**config.mk**
```make
export PLATFORM = sky130hd
export DESIGN_NAME = const_sweep_gen_flat
export DESIGN_NICKNAME = d
export VERILOG_FILES = /design/src/rtl/const_sweep_gen_if.sv /design/src/rtl/const_sweep_gen.sv /design/src/flat_wrapper.sv
export SDC_FILE = /design/constraint.sdc
export NUM_CORES = 1
export LEC_CHECK = 0
export BUFFER_PORTS_ARGS = -buffer_cell sky130_fd_sc_hd__buf_2
export CORE_ASPECT_RATIO = 0.7
export CORE_MARGIN = 2
export CORE_UTILIZATION = 59
export CTS_BUF_LIST = sky130_fd_sc_hd__clkbuf_8 sky130_fd_sc_hd__clkbuf_16
export DETAILED_ROUTE_END_ITERATION = 12
export PLACE_DENSITY = 0.95
export SLEW_MARGIN = 15
export SYNTH_ARGS = -nofsm -noshare
export SYNTH_HDL_FRONTEND = slang
export SYNTH_SLANG_ARGS = --single-unit
```
**constraint.sdc**
```tcl
create_clock -name clk -period 7.3 [get_ports clk]
set_clock_uncertainty 0.15 [all_clocks]
set_input_delay 2.19 -clock clk [delete_from_list [all_inputs] [get_ports clk]]
set_output_delay 2.19 -clock clk [all_outputs]
set_load 0.1 [all_outputs]
```
**src/rtl/const_sweep_gen_if.sv**
```systemverilog
// Handshake/bus bundle for const_sweep_gen.
//   master : the sweep generator (drives idx, captured entry, status, checksum)
//   slave  : the environment (drives start/bounds, table value, out_ready)
interface const_sweep_gen_if #(
  parameter int unsigned IDX_W = 4,
  parameter int unsigned VAL_W = 29,
  parameter int unsigned SUM_W = 32
);
  logic             start;
  logic [IDX_W-1:0] first;
  logic [IDX_W-1:0] last;
  logic [IDX_W-1:0] idx;
  logic [VAL_W-1:0] val;
  logic             out_valid;
  logic             out_ready;
  logic [VAL_W-1:0] out_data;
  logic [IDX_W-1:0] out_idx;
  logic             busy;
  logic             done;
  logic [SUM_W-1:0] sum;

  modport master (
    input  start, first, last, val, out_ready,
    output idx, out_valid, out_data, out_idx, busy, done, sum
  );

  modport slave (
    output start, first, last, val, out_ready,
    input  idx, out_valid, out_data, out_idx, busy, done, sum
  );
endinterface

```
**src/rtl/const_sweep_gen.sv**
```systemverilog
// Sweeps an index range [first..last] (modulo 2^IDX_W) through an external
// combinational constant table, emits each value on a valid/ready stream and
// keeps a running checksum of the emitted values.
// Ports:
//   clk   : rising-edge clock
//   rst_n : asynchronous active-low reset
//   bus   : const_sweep_gen_if.master
//           start/first/last in, idx out, val in (table lookup of idx),
//           out_valid/out_ready/out_data/out_idx stream, busy, done, sum.
module const_sweep_gen #(
  parameter int unsigned IDX_W = 4,
  parameter int unsigned VAL_W = 29,
  parameter int unsigned SUM_W = 32
) (
  input logic               clk,
  input logic               rst_n,
  const_sweep_gen_if.master bus
);

  typedef enum logic [1:0] {StIdle, StRun, StDrain, StDone} state_e;

  state_e           state_q, state_d;
  logic [IDX_W-1:0] idx_q, idx_d;
  logic [IDX_W-1:0] last_q, last_d;
  logic             out_valid_q, out_valid_d;
  logic [VAL_W-1:0] out_data_q, out_data_d;
  logic [IDX_W-1:0] out_idx_q, out_idx_d;
  logic [SUM_W-1:0] sum_q, sum_d;

  logic capture;
  logic handshake;

  // A new entry may be captured whenever the output slot is empty or is
  // being emptied in this same cycle.
  assign handshake = out_valid_q && bus.out_ready;
  assign capture   = (state_q == StRun) && (!out_valid_q || bus.out_ready);

  always_comb begin
    state_d     = state_q;
    idx_d       = idx_q;
    last_d      = last_q;
    out_valid_d = out_valid_q;
    out_data_d  = out_data_q;
    out_idx_d   = out_idx_q;
    sum_d       = sum_q;

    // Consumed entry leaves the slot unless a capture refills it below.
    if (handshake) begin
      out_valid_d = 1'b0;
    end

    unique case (state_q)
      StIdle: begin
        if (bus.start) begin
          idx_d   = bus.first;
          last_d  = bus.last;
          sum_d   = '0;
          state_d = StRun;
        end
      end
      StRun: begin
        if (capture) begin
          out_data_d  = bus.val;
          out_idx_d   = idx_q;
          out_valid_d = 1'b1;
          sum_d       = sum_q + SUM_W'(bus.val);
          if (idx_q != last_q) begin
            idx_d = idx_q + IDX_W'(1);
          end else begin
            state_d = StDrain;
          end
        end
      end
      StDrain: begin
        if (handshake) begin
          state_d = StDone;
        end
      end
      StDone: begin
        state_d = StIdle;
      end
      default: begin
        state_d = StIdle;
      end
    endcase
  end

  always_ff @(posedge clk or negedge rst_n) begin
    if (!rst_n) begin
      state_q     <= StIdle;
      idx_q       <= '0;
      last_q      <= '0;
      out_valid_q <= 1'b0;
      out_data_q  <= '0;
      out_idx_q   <= '0;
      sum_q       <= '0;
    end else begin
      state_q     <= state_d;
      idx_q       <= idx_d;
      last_q      <= last_d;
      out_valid_q <= out_valid_d;
      out_data_q  <= out_data_d;
      out_idx_q   <= out_idx_d;
      sum_q       <= sum_d;
    end
  end

  assign bus.idx       = idx_q;
  assign bus.out_valid = out_valid_q;
  assign bus.out_data  = out_data_q;
  assign bus.out_idx   = out_idx_q;
  assign bus.sum       = sum_q;
  assign bus.busy      = (state_q != StIdle);
  assign bus.done      = (state_q == StDone);

endmodule

```
**src/flat_wrapper.sv**
```systemverilog
// flat-port wrapper written by rule: the top's interface ports become plain ports
module const_sweep_gen_flat 
#(
  parameter int unsigned IDX_W = 4,
  parameter int unsigned VAL_W = 29,
  parameter int unsigned SUM_W = 32
)
  (clk, rst_n, bus_start, bus_first, bus_last, bus_val, bus_out_ready, bus_idx, bus_out_valid, bus_out_data, bus_out_idx, bus_busy, bus_done, bus_sum);
  const_sweep_gen_if #(.IDX_W(IDX_W), .VAL_W(VAL_W), .SUM_W(SUM_W)) bus_i ();
  input logic clk;
  input logic rst_n;
  input wire logic [$bits(bus_i.start)-1:0] bus_start;
  input wire logic [$bits(bus_i.first)-1:0] bus_first;
  input wire logic [$bits(bus_i.last)-1:0] bus_last;
  input wire logic [$bits(bus_i.val)-1:0] bus_val;
  input wire logic [$bits(bus_i.out_ready)-1:0] bus_out_ready;
  output wire logic [$bits(bus_i.idx)-1:0] bus_idx;
  output wire logic [$bits(bus_i.out_valid)-1:0] bus_out_valid;
  output wire logic [$bits(bus_i.out_data)-1:0] bus_out_data;
  output wire logic [$bits(bus_i.out_idx)-1:0] bus_out_idx;
  output wire logic [$bits(bus_i.busy)-1:0] bus_busy;
  output wire logic [$bits(bus_i.done)-1:0] bus_done;
  output wire logic [$bits(bus_i.sum)-1:0] bus_sum;
  assign bus_i.start = bus_start;
  assign bus_i.first = bus_first;
  assign bus_i.last = bus_last;
  assign bus_i.val = bus_val;
  assign bus_i.out_ready = bus_out_ready;
  assign bus_idx = bus_i.idx;
  assign bus_out_valid = bus_i.out_valid;
  assign bus_out_data = bus_i.out_data;
  assign bus_out_idx = bus_i.out_idx;
  assign bus_busy = bus_i.busy;
  assign bus_done = bus_i.done;
  assign bus_sum = bus_i.sum;
  const_sweep_gen #(.IDX_W(IDX_W), .VAL_W(VAL_W), .SUM_W(SUM_W)) u_core (.clk(clk), .rst_n(rst_n), .bus(bus_i));
endmodule
```
==> flow_summary.json, run 1 <==
{
  "grt_use_total": 0.286,
  "timing.hold.ws_ns": 0.354,
  "clk_path_buf_depth": 2,
  "crit_arrival_ns": 4.43,
  "slew_viol_final": 0,
  "slew-limit-headroom": 0.347,
  "fin_crit_ns": 4.34,
  "overflow": 0,
  "synth_ff_type": "dfrtp_1",
  "postCtsHoldBufs": 0,
  "drive_gt1_frac": 0.302,
  "fmax_ghz": 0.231,
  "numCtsBuffers": 9,
  "wl_met2_mm": 5.59,
  "place.gp.congestion": 0.938,
  "synth_xor_area_frac": 0.0482,
  "timing.critical_path.mode_cell": "o21ai_0",
  "dp_hpwl_mm": 9.02,
  "critical_path_class": "in2reg",
  "synth_edf_count": 0,
  "critPathCaptureType": "register",
  "insertion_delay_ns": 0.35,
  "ys_types": 58,
  "post_cts_resize_count": 0,
  "first_global_vias": 4144,
  "ioPinCount": 113,
  "routedWlPerCell_um": 17.8,
  "synth-seq-cells": 76,
  "synth_area_per_cell_um2": 9.70,
  "worstHoldPathType": "reg2reg",
  "synth_top_family_by_area": "compound AO/OA/AOI/OAI gates",
  "wirelength_met1_mm": 5.39,
  "drt-pass1-iter-count": 5,
  "vias_per_cell": 6.25,
  "synthMuxAreaShare": 0.0924,
  "synth_compound_area_frac": 0.199,
  "ys_warn_count": 0,
  "cp_top_family": "compound AO/OA/AOI/OAI gates",
  "dr.first_iter.drc_count": 339,
  "clkTransAtPathRegs_ns": 0.06,
  "start_util": 0.605,
  "syn_inst": 487,
  "postRouteAntennaNets": 0,
  "syn_area_mm2": 0.00472,
  "critPathBufInv": 2,
  "clkSinkCount": 76,
  "antenna_found_initial": 0,
  "root_buffer": "clkbuf_16",
  "die_x_um": 111,
  "ys_async_sr_fraction": 1.00,
  "grt_max_degree": 77,
  "fin_tns_setup_ns": 0,
  "htree_levels": 3,
  "top_layer_used": "met4",
  "status": "finished, final reports clean",
  "dr_total_vias": 4357,
  "drc": 0,
  "syn-num-nets": 563,
  "dieArea_mm2": 0.00875,
  "synth-simple-area-share": 0.133,
  "cap_violations": 0,
  "crit_required_ns": 7.40,
  "rsz0062_at_grt": "false",
  "startpoint_type": "input pin",
  "grt_pass1_wl_mm": 19.9,
  "wl_met3_mm": 1.09,
  "worstMarginPinSlew_ns": 0.979,
  "wl_mm": 12.4,
  "finalSetupViolations": 0,
  "period_share": 0.594,
  "die_y_um": 78.9,
  "core_area_mm2": 0.00780,
  "nNetsFinal": 667,
  "io_buffers": 112,
  "antennaDiodeCount": 0,
  "cts_tree": "done",
  "synthAdderAreaFrac": 0.0943,
  "crit_slowest_cell": "a2111oi_0",
  "worstPathMaxFanout": 4,
  "slowest_delay_ns": 0.46,
  "crit_chain": "buf_2, ha_1, inv_1, fa_1, nor2b_2, o31ai_2, a2111oi_0, o21ai_0, a211oi_1, o21ai_0, o31ai_1",
  "ys_seq_area_frac": 0.403,
  "area_growth_syn_to_layout_pct": 19.4,
  "rows": 27,
  "hold_viol": 0,
  "post_cts_buffers": 0
}
[synthesized netlist by cell type (6+ instances only)]
| cell | count | share of area |
|---|---|---|
| dfrtp_1 | 76 | 0.40 |
| nand2_1 | 57 | 0.045 |
| mux2_2 | 37 | 0.088 |
| o21ai_0 | 36 | 0.038 |
| ha_1 | 34 | 0.090 |
| a21oi_1 | 29 | 0.031 |
| nor2_1 | 26 | 0.021 |
| xor2_1 | 15 | 0.028 |
| a21o_1 | 14 | 0.022 |
| nand3_1 | 13 | 0.014 |
| inv_1 | 12 | 0.0095 |
| xnor2_1 | 11 | 0.020 |
| clkbuf_1 | 10 | 0.0079 |
| nand4_1 | 8 | 0.011 |
| a31oi_1 | 7 | 0.0093 |
| buf_2 | 7 | 0.0074 |
| o21bai_1 | 7 | 0.011 |
| and3_1 | 6 | 0.0079 |
[per-stage QoR]
step	worst slack [ns]	area, um^2	utilization	instances
6_report	2.96	5640	0.723	697
4_1_cts	3.03	5640	0.723	697
3_5_place_dp	2.70	5330	0.684	681
2_1_floorplan	3.01	4720	-	487
3_3_place_gp	2.77	5330	0.684	681
5_1_grt	2.73	5640	0.723	697
[routing by layer]
metal	vias up	global-route usage
met5	-	0
met4	0	0.0988
met3	51	0.0664
met2	254	0.467
met1	2069	0.380
li1	1983	-
[cells by family (layout without fill, tap and decap cells)]
group / after synthesis / after routing
buffers and inverters: 33 / 142
DFF: 76 / 76
and+or+nand+nor: 135 / 135
xor gates and xnor gates: 26 / 26
muxes: 39 / 39
adders and majority gates: 35 / 35
AOI/OAI and AO/OA: 143 / 143
[cells in the final DEF, fill, tap and decap left out, types with 4 or more instances in the layout]
cell	n
o21a_1	4
xnor2_1	11
a21oi_1	29
o21bai_1	7
o21ai_0	36
o31ai_1	4
a31oi_1	7
nand4_1	8
dfrtp_1	76
mux2_2	37
ha_1	34
and3_1	6
a211oi_1	5
inv_1	12
nand2b_1	5
a211o_1	4
a21o_1	14
nand3_1	13
nand2_1	57
buf_2	111
nor2_1	26
o21ai_1	4
clkbuf_16	9
xor2_1	15
[final cells by class]
type                            count  area (um^2)
Sequential cell                    76         1900
Inverter                           12         45.0
Timing Repair Buffer              114          578
Multi-Input combinational cell    378         2680
Fill cell                         571         2160
Tap cell                          101          126
Clock inverter                      7         81.3
Clock buffer                        9          225
[registers in the layout, indices dropped and copies added, names as in the netlist]
signal / cells
u_core.bus.sum: 32
u_core.bus.out_data: 29
u_core.bus.idx: 4
u_core.bus.out_idx: 4
u_core.last_q: 4
u_core.state_q: 2
u_core.bus.out_valid: 1
[final timing paths]
| path | from | end | slack, ns | cells past startpoint |
|---|---|---|---|---|
| worst min register to register | u_core.bus.out_data[19]$_DFFE_PN0P_ | u_core.bus.out_data[19]$_DFFE_PN0P_ | 0.35 | 1 |
| worst max-delay path | bus_val[0] | u_core.bus.sum[30]$_DFFE_PN0P_ | 2.96 | 11 |
| worst max register to register | u_core.state_q[1]$_DFFE_PN0P_ | u_core.bus.sum[24]$_DFFE_PN0P_ | 4.13 | 7 |
| max in group asynchronous | rst_n | u_core.bus.out_data[0]$_DFFE_PN0P_ | 4.52 | 1 |
| worst min-delay path | u_core.bus.out_data[19]$_DFFE_PN0P_ | u_core.bus.out_data[19]$_DFFE_PN0P_ | 0.35 | 1 |
| min in group asynchronous | rst_n | u_core.bus.out_data[19]$_DFFE_PN0P_ | 1.85 | 1 |
Power of run 1 is not shown: default switching activity piles up to over one toggle a cycle in this logic, so the estimate is an artifact.
==> run 2, diff against run 1 <==
--- a/config.mk
+++ b/config.mk
@@ -8,10 +8,10 @@
 export BUFFER_PORTS_ARGS = -buffer_cell sky130_fd_sc_hd__buf_2
 export CORE_ASPECT_RATIO = 0.7
 export CORE_MARGIN = 2
-export CORE_UTILIZATION = 59
+export CORE_UTILIZATION = 49
 export CTS_BUF_LIST = sky130_fd_sc_hd__clkbuf_8 sky130_fd_sc_hd__clkbuf_16
 export DETAILED_ROUTE_END_ITERATION = 12
-export PLACE_DENSITY = 0.95
+export PLACE_DENSITY = 0.88
 export SLEW_MARGIN = 15
 export SYNTH_ARGS = -nofsm -noshare
 export SYNTH_HDL_FRONTEND = slang
==> constraint.sdc (replaced) <==
create_clock -name clk -period 3.5 [get_ports clk]
set_clock_uncertainty 0.15 [all_clocks]
set_input_delay 1.05 -clock clk [delete_from_list [all_inputs] [get_ports clk]]
set_output_delay 1.05 -clock clk [all_outputs]
set_load 0.1 [all_outputs]
==> run 2 against run 1 <==
Against the previous run:
- wire length increased by 5.5%
- global-route usage shrank 2.6 points
- sequential share of layout area shrank 0.82 points
- cell count up 4.6%
- final area up 2.5%
- via count decreased by 1.6%
- hold slack worse by 0.0028 ns
- non-clock buffer count grew 9
- highest routed layer unchanged
==> flow_summary.json, run 2 (synthesis results as in run 1) <==
{
  "htree_levels": 3,
  "ioPinCount": 113,
  "startpoint_type": "input pin",
  "start_util": 0.513,
  "largest_reg_flops": 32,
  "dr_total_vias": 4286,
  "slew_viol_final": 0,
  "postRouteAntennaNets": 0,
  "rsz0062_at_grt": "false",
  "core_area_mm2": 0.00922,
  "dieArea_mm2": 0.0105,
  "io_buffers": 112,
  "drive_gt1_frac": 0.311,
  "vias_per_cell": 5.88,
  "critical_path_class": "in2reg",
  "period_share": 0.894,
  "grt_pass1_wl_mm": 21.3,
  "crit_required_ns": 3.60,
  "hold_depth": 1,
  "overflow": 0,
  "finalSetupViolations": 0,
  "crit_chain": "buf_2, ha_1, inv_1, fa_1, nor2b_2, o31ai_2, a2111oi_0, or2_1, a31oi_1, xor2_1, o21ai_0",
  "antenna_found_initial": 0,
  "hold_path_end": "u_core.bus.out_data[12]$_DFFE_PN0P_",
  "postCtsHoldBufs": 0,
  "insertion_delay_ns": 0.35,
  "place.gp.congestion": 0.943,
  "slew-limit-headroom": 0.343,
  "clkSinkCount": 76,
  "cp_top_family": "compound AO/OA/AOI/OAI gates",
  "fmax_ghz": 0.319,
  "dr.first_iter.drc_count": 284,
  "reg2reg_from": "u_core.bus.sum[0]$_DFFE_PN0P_",
  "clk_path_buf_depth": 2,
  "hold_viol": 0,
  "cts_tree": "done",
  "worstMarginPinSlew_ns": 0.986,
  "fin_crit_ns": 3.13,
  "seq_area_mm2": 0.00190,
  "wl_mm": 13.1,
  "slowest_delay_ns": 0.46,
  "status": "finished, final reports clean",
  "critPathCaptureType": "register",
  "clkTransAtPathRegs_ns": 0.06,
  "grt_max_degree": 77,
  "worst_r2r_endpoint": "u_core.bus.sum[26]$_DFFE_PN0P_",
  "worstSetupStartpoint": "bus_val[0]",
  "die_y_um": 86.2,
  "routedWlPerCell_um": 18.0,
  "grt_use_total": 0.260,
  "dp_hpwl_mm": 9.82,
  "min_from": "u_core.bus.out_data[12]$_DFFE_PN0P_",
  "drc": 0,
  "rrSetupSlack_ns": 0.76,
  "first_global_vias": 4244,
  "mostFrequentLayoutCell": "buf_2",
  "crit_slowest_cell": "a2111oi_0",
  "rr_worst_depth": 10,
  "rows": 29,
  "nNetsFinal": 676,
  "fillerInstances": 768,
  "fin_tns_setup_ns": 0,
  "root_buffer": "clkbuf_16",
  "drt-pass1-iter-count": 4,
  "antennaDiodeCount": 0,
  "crit_cells": 11,
  "multi_input_area_mm2": 0.00268,
  "critPathBufInv": 2,
  "post_cts_resize_count": 0,
  "final_cell_mix": "111 x buf_2, 76 x dfrtp_1, 57 x nand2_1, 37 x mux2_2, 36 x o21ai_0",
  "die_x_um": 121,
  "crit_arrival_ns": 3.23,
  "area_growth_syn_to_layout_pct": 22.4,
  "worstPathMaxFanout": 4,
  "worstHoldPathType": "reg2reg",
  "post_cts_buffers": 0,
  "numCtsBuffers": 9,
  "cap_violations": 0
}
==> run 2: cell count changes in the layout (fill, tap and decap cells not counted), moves of 2 or more <==
cell       before  now
bufinv_16       1    3
buf_4           3   12
clkbuf_8        0    2
clkinv_4        2    0
inv_6           3    0
==> run 2: area by class of cell <==
class | instances | area share
clock buffer | 11 | 0.0437
clock inverter | 5 | 0.0171
inverter | 12 | 0.00779
multi-input combinational | 378 | 0.464
sequential | 76 | 0.329
tap | 124 | 0.0268
timing repair buffer | 123 | 0.112
==> run 2: worst max-delay path by stage <==
stage                                     end  slack (ns)
4_1_cts        u_core.bus.sum[26]$_DFFE_PN0P_        0.35
5_1_grt        u_core.bus.sum[30]$_DFFE_PN0P_        0.11
6_report       u_core.bus.sum[26]$_DFFE_PN0P_        0.37
3_5_place_dp   u_core.bus.sum[26]$_DFFE_PN0P_        0.05
2_1_floorplan  u_core.bus.sum[24]$_DFFE_PN0P_        0.33
3_3_place_gp   u_core.bus.sum[24]$_DFFE_PN0P_         0.1
==> run 2: metal layers <==
layer | up-vias | wire length (um) | track usage
met3 | 14 | 960 | 0.0612
li1 | 1997 | - | -
met2 | 183 | 6010 | 0.409
met4 | 0 | 142 | 0.0606
met1 | 2092 | 5990 | 0.366
met5 | - | 0 | 0
==> run 2: worst reg2reg max path, delay by kind of cell, from the launching register on <==
kind / cells / cell delay, ns
compound gates: 4 / 0.88
buf+inv: 1 / 0.06
flops: 1 / 0.38
simple gates: 2 / 0.44
xor+xnor: 1 / 0.15
fa+ha+maj: 2 / 0.60
==> run 2: per-stage QoR <==
stage	instance area [um^2]	instances	setup WS, ns	util	hold WS (ns)
after global routing	5780	729	0.112	0.627	0.370
after CTS	5780	729	0.347	0.627	0.353
after global placement	5430	713	0.0961	0.589	0.327
after floorplan	4720	487	0.332	-	0.350
after detailed placement	5430	713	0.0465	0.589	0.340
final	5780	729	0.369	0.627	0.351
Power of run 2 is left out for the same reason.
